**config.mk**
```make
export PLATFORM = sky130hd
export DESIGN_NAME = serial_word_shifter
export DESIGN_NICKNAME = d
export VERILOG_FILES = /design/src/rtl/serial_word_shifter_pkg.sv /design/src/rtl/serial_word_shifter.sv
export SDC_FILE = /design/constraint.sdc
export NUM_CORES = 1
export LEC_CHECK = 0
export CAP_MARGIN = 25
export CORE_MARGIN = 2
export CORE_UTILIZATION = 32
export DETAILED_ROUTE_END_ITERATION = 10
export SYNTH_ARGS = -nofsm -noshare
export SYNTH_HDL_FRONTEND = slang
export SYNTH_SLANG_ARGS = --single-unit
```
**constraint.sdc**
```tcl
create_clock -name clock -period 1.59 [get_ports clock]
set_input_delay 0.2385 -clock clock [delete_from_list [all_inputs] [get_ports clock]]
set_output_delay 0.2385 -clock clock [all_outputs]
set_load 0.03 [all_outputs]
```
**src/rtl/serial_word_shifter_pkg.sv**
```systemverilog
// Shared definitions for the serial stages: FSM state encoding and counter sizing.
package serial_word_shifter_pkg;

  typedef enum logic {
    ST_IDLE  = 1'b0,
    ST_SHIFT = 1'b1
  } state_e;

  // Bit-counter width for a WIDTH-bit word, never narrower than one bit.
  function automatic int cnt_width(input int w);
    return (w <= 2) ? 1 : $clog2(w);
  endfunction

endpackage

```
**src/rtl/serial_word_shifter.sv**
```systemverilog
// Parallel-to-serial shifter feeding the sequence detector: one bit per clock,
// gapless across back-to-back words, with a synchronous flush.
module serial_word_shifter
  import serial_word_shifter_pkg::*;
#(
  parameter int WIDTH     = 8,
  parameter bit MSB_FIRST = 1'b1,
  parameter bit IDLE_BIT  = 1'b0
) (
  input  logic             clock,
  input  logic             reset_n,
  input  logic [WIDTH-1:0] data_in,
  input  logic             data_valid,
  output logic             data_ready,
  input  logic             flush,
  output logic             x,
  output logic             x_valid,
  output logic             busy,
  output logic             word_done
);

  localparam int CW = cnt_width(WIDTH);
  localparam logic [CW-1:0] LAST = CW'(WIDTH - 1);

  state_e           state_q, state_d;
  logic [WIDTH-1:0] sh_q, sh_d;
  logic [WIDTH-1:0] sh_adv;
  logic [CW-1:0]    cnt_q, cnt_d;
  logic             x_q, x_d;
  logic             head_d;
  logic             last_bit;
  logic             accept;

  // Direction only changes which end is the head and which way the word advances.
  generate
    if (MSB_FIRST) begin : g_msb
      assign sh_adv = {sh_q[WIDTH-2:0], 1'b0};
      assign head_d = sh_d[WIDTH-1];
    end else begin : g_lsb
      assign sh_adv = {1'b0, sh_q[WIDTH-1:1]};
      assign head_d = sh_d[0];
    end
  endgenerate

  assign last_bit   = (state_q == ST_SHIFT) && (cnt_q == LAST);
  assign data_ready = !flush && ((state_q == ST_IDLE) || last_bit);
  assign accept     = data_valid && data_ready;

  always_comb begin
    state_d = state_q;
    sh_d    = sh_q;
    cnt_d   = cnt_q;
    if (flush) begin
      state_d = ST_IDLE;
      sh_d    = '0;
      cnt_d   = '0;
    end else if (accept) begin
      state_d = ST_SHIFT;
      sh_d    = data_in;
      cnt_d   = '0;
    end else if (state_q == ST_SHIFT) begin
      sh_d = sh_adv;
      if (last_bit) begin
        state_d = ST_IDLE;
        cnt_d   = '0;
      end else begin
        cnt_d = cnt_q + CW'(1);
      end
    end
    // x is registered, so it is computed from the state being entered.
    x_d = (state_d == ST_SHIFT) ? head_d : IDLE_BIT;
  end

  always_ff @(posedge clock or negedge reset_n) begin
    if (!reset_n) begin
      state_q <= ST_IDLE;
      sh_q    <= '0;
      cnt_q   <= '0;
      x_q     <= IDLE_BIT;
    end else begin
      state_q <= state_d;
      sh_q    <= sh_d;
      cnt_q   <= cnt_d;
      x_q     <= x_d;
    end
  end

  assign x         = x_q;
  assign busy      = (state_q == ST_SHIFT);
  assign x_valid   = busy;
  assign word_done = last_bit;

endmodule
```
* Word level (Yosys, flattened, before mapping)
Index checks and enable logic that the tools add are counted.
** Cells by class
- $add $sub $neg :: 1
- Multiply operators :: 0
- Div/mod/pow operators :: 0
- Magnitude comparators :: 0
- Equal/unequal tests :: 1
- Shifts and indexed selects :: 0
- Muxes and demuxes :: 12
- Bitwise operators :: 1
- Reductions and logical operators :: 6
** Operator list (count)
- $mux W8 :: 3
- $mux W3 :: 4
- $mux W1 :: 5
- $add A3 B1 Y3 const B :: 1
- $eq A3 B3 Y1 const B :: 1
- $logic_and A1 B1 Y1 :: 3
- $reduce_bool A3 Y1 :: 1
- $logic_not A1 Y1 :: 1
- $logic_or A1 B1 Y1 :: 1
- $not A1 Y1 :: 1
** Storage, ports and cells
- Flip-flop bits (word level) :: 13
- Latch bits :: 0
- Memory bits (writable) :: 0
- Memory bits (read-only) :: 0
- Input port bits :: 12
- Output and inout port bits :: 5
- Logic and storage cells :: 26
- Memories :: 0

* Depth between registers and ports, before layout
- Depth in word-level cells :: 8
- Depth in mapped cells :: 6
- Mapped depth without buffers :: 5

* Worst setup path before layout
Ideal clock, no wire load.
- Kind :: flip-flop to output port
- From :: register cnt_q[0]
- To :: output port data_ready
- Arrival time :: 1.304 ns
- Data required time :: 1.351 ns
- Setup slack :: 0.047 ns
- Cell stages (with the launch flop) :: 6
- Path buffers :: 1
- Cell sequence :: dfrtp_1 ha_1 ha_1 nor2b_4 buf_6 nor2_1
** Between the ends
- Cells in the longest elaborated chain, start to end :: 4
** RTL lines
- start, declared :: line serial_word_shifter.sv:28 : logic [CW-1:0] cnt_q, cnt_d;
- start signal, assigned :: line serial_word_shifter.sv:83 : cnt_q <= cnt_d;
- $eq A3 B3 Y1 :: line serial_word_shifter.sv:45 : assign last_bit = (state_q == ST_SHIFT) && (cnt_q == LAST);
- $logic_and A1 B1 Y1 :: line serial_word_shifter.sv:45
- $logic_or A1 B1 Y1 :: line serial_word_shifter.sv:46 : assign data_ready = !flush && ((state_q == ST_IDLE) || last_bit);
- $logic_and A1 B1 Y1 :: line serial_word_shifter.sv:46
- end, declared :: line serial_word_shifter.sv:14 : output logic data_ready,
Every way passes these cells.

* Worst setup path in the final report
Ends and elaborated chain as after synthesis.

==> flow_metrics.env <==
export IMPL_drtIter0Drc=9
export IMPL_fin_cells=104
export IMPL_gp_routability_congestion=0.7496
export IMPL_num_io_pins=17
export IMPL_clock_sinks=12
export IMPL_p_leak_nw=0.4055
export IMPL_critical_path_startpoint_type="flip-flop"
export IMPL_peakVddDrop_v=0.0006055
export IMPL_dp_cells=97
export IMPL_fp_dieW_um=47.50
export IMPL_cp_required_ns=1.35
export IMPL_cpPeakStageDelay_ns=0.39
export IMPL_drive_above_1_share_pct=26.58
export IMPL_wl_per_cell_um=11.99
export IMPL_numCtsBuffers=3
export IMPL_grt_overflow=0
export IMPL_yosysUniqueCellTypes=20
export IMPL_clockBufferDepth=2
export IMPL_yosys_warnings=0
export IMPL_cp_top_family="flip-flops"
export IMPL_path_cells="ha_2, ha_4, nor2b_4, nor2_1, buf_4"
export IMPL_synthCells=53
export IMPL_end_kind="output port"
export IMPL_worst_path_buf_inv=1
export IMPL_syn_to_final_growth_pct=45.45
export IMPL_powerDensity_nw_per_um2=796.1
export IMPL_initial_utilization_pct=34.70
export IMPL_first_global_vias=451
export IMPL_num_rows=15
export IMPL_detail_route_vias_per_cell=4.673
export IMPL_fp_dieArea_um2=2256
export IMPL_crit_fanout=4
export IMPL_path_class="flip-flop to output port"
export IMPL_ys_seq_area_share_pct=49.59
export IMPL_regToRegSetupSlack_ns=0.06
export IMPL_worst_pin_slew_ns=0.5495
export IMPL_finalWirelength_um=1247
export IMPL_dr_pass1_iters=4
export IMPL_antennaDiodeCount=0
export IMPL_worst_clock_skew_ns=0.005906
export IMPL_finalPower_w=0.0007012
export IMPL_arrival_ns=1.35
export IMPL_final_setup_viol_count=1
export IMPL_synth_area_um2=605.6
export IMPL_max_cap_violations=0
export IMPL_final_util_pct=50.47
export IMPL_die_height_um=47.50
export IMPL_place_area_um2=809.5
export IMPL_synth_top_area_share_pct=49.59
export IMPL_clkTransAtPathRegs_ns=0.08
export IMPL_place_ws_ns=0.01950
export IMPL_antenna_found_initial=0
export IMPL_hold_path_class="input port to asynchronous set/reset pin"
export IMPL_clkLatencyLatePin_ns=0.27
export IMPL_fin_crit_sh_pct=100.1
export IMPL_slowest_stage="dfrtp_1"
export IMPL_postSynthAreaPerCell_um2=11.43
export IMPL_setup_slack_ns=-0.001400
export IMPL_cts_max_level=1
export IMPL_port_buffers=16
export IMPL_dr_total_vias=486
export IMPL_synthesis_nets=67
export IMPL_grt_use_total_pct=13.21
export IMPL_cts_tree="built"
export IMPL_drc=0
export IMPL_yosys_area_top_type="dfrtp_1"
export IMPL_cts_root_buf="clkbuf_4"
export IMPL_rsz0062_at_grt="true"
export IMPL_status="finished, violations left"
export IMPL_violations="negative setup slack"
export IMPL_finalHoldViolations=0
export IMPL_maxSlewHeadroom_pct=63.25
export IMPL_num_nets_final=94
export IMPL_final_area_um2=880.8
export IMPL_synth_seq_cells=12
export IMPL_grt_pass1_wl_um=1987
export IMPL_min_period_ns=1.591
export IMPL_dp_hpwl_um=901.2
export IMPL_coreArea_um2=1745
export IMPL_max_freq_ghz=0.6284
export IMPL_grt_max_degree=13
export IMPL_synthTopCellsByArea="dfrtp_1, a221o_1, and2_1"
export IMPL_drv_slew=0
export IMPL_ant_nets=0
metrics by stage:
stage	TNS [ns]	hold WS (ns)
after floorplan	0	-0.05709
after global placement	0	0.4922
after detailed placement	0	0.4800
after CTS	-0.0001787	0.3385
after global routing	-0.1175	0.3493
final	-0.001400	0.3158
registers in the layout (all words and copies together) (netlist names):
signal / flops
busy: 1
cnt_q: 3
sh_q: 7
x: 1
synth_stat cells:
cell and instances:
and2_1 6, buf_2 1, nand3_1 1, or2b_1 1, nor2_1 9, dfrtp_1 12
a21oi_1 1, mux2i_1 1, a22oi_1 1, inv_1 2, nor3_1 1, a211oi_2 1
ha_1 2, nand2_1 1, a32oi_1 2, a221o_1 6, buf_4 1, nor3b_4 1
buf_6 2, nor2b_4 1
metal layers:
metal	GRT usage, %	up-vias	share of wire, %
li1	-	239	-
met1	16.67	230	46
met2	20.00	15	48
met3	4.528	2	4.3
met4	6.667	0	1.6
met5	0	-	0
cells in the final DEF, fill, tap and decap left out, drive strengths merged:
cell / count
a211oi: 1
a21oi: 1
a221o: 6
a22oi: 1
a32oi: 2
and2: 6
buf: 12
clkbuf: 4
clkdlybuf4s50: 12
dfrtp: 12
dlygate4sd2: 2
ha: 2
inv: 2
mux2i: 1
nand2: 1
nand3: 1
nor2: 9
nor2b: 1
nor3: 1
nor3b: 1
or2b: 1
area by class of cell:
type | count | area (um^2)
flip-flops and latches | 12 | 300.3
fillers | 170 | 864.6
repair buffers | 26 | 227.7
multi-input cells | 35 | 277.8
clock buffers | 4 | 36.28
well taps | 25 | 31.28
inverters | 2 | 7.507
final timing paths:
| check | start | end | cells after the start |
|---|---|---|---|
| max | cnt_q[0] | data_ready | 5 |
| min | reset_n | busy | 1 |
| max reg2reg | cnt_q[0] | sh_q[5] | 6 |
| min reg2reg | sh_q[5] | sh_q[6] | 1 |
| max in group asynchronous | reset_n | cnt_q[2] | 1 |
| min in group clock | sh_q[5] | sh_q[6] | 1 |
power breakdown:
part | switching (W) | internal, W
logic | 0.0000595 | 0.0000710
clock network | 0.000102 | 0.000139
registers | 0.00000875 | 0.000321
timing repair:
item / CTS / global route
hold buffers: 0 / 0
pin swaps: 1 / 2
setup buffers: 1 / 2
gates resized for setup: 5 / 0
endpoints found under the setup margin: 4 / 2
logic make-up after synthesis:
kind of cell,after synthesis,share of synthesized area [%]
and+or+nand+nor,21,20.66
buffers and inverters,6,7.025
DFF,12,49.59
muxes,1,1.653
AOI/OAI and AO/OA,11,16.94
adders and majority gates,2,4.132
Power figures use the tool's default switching activity.
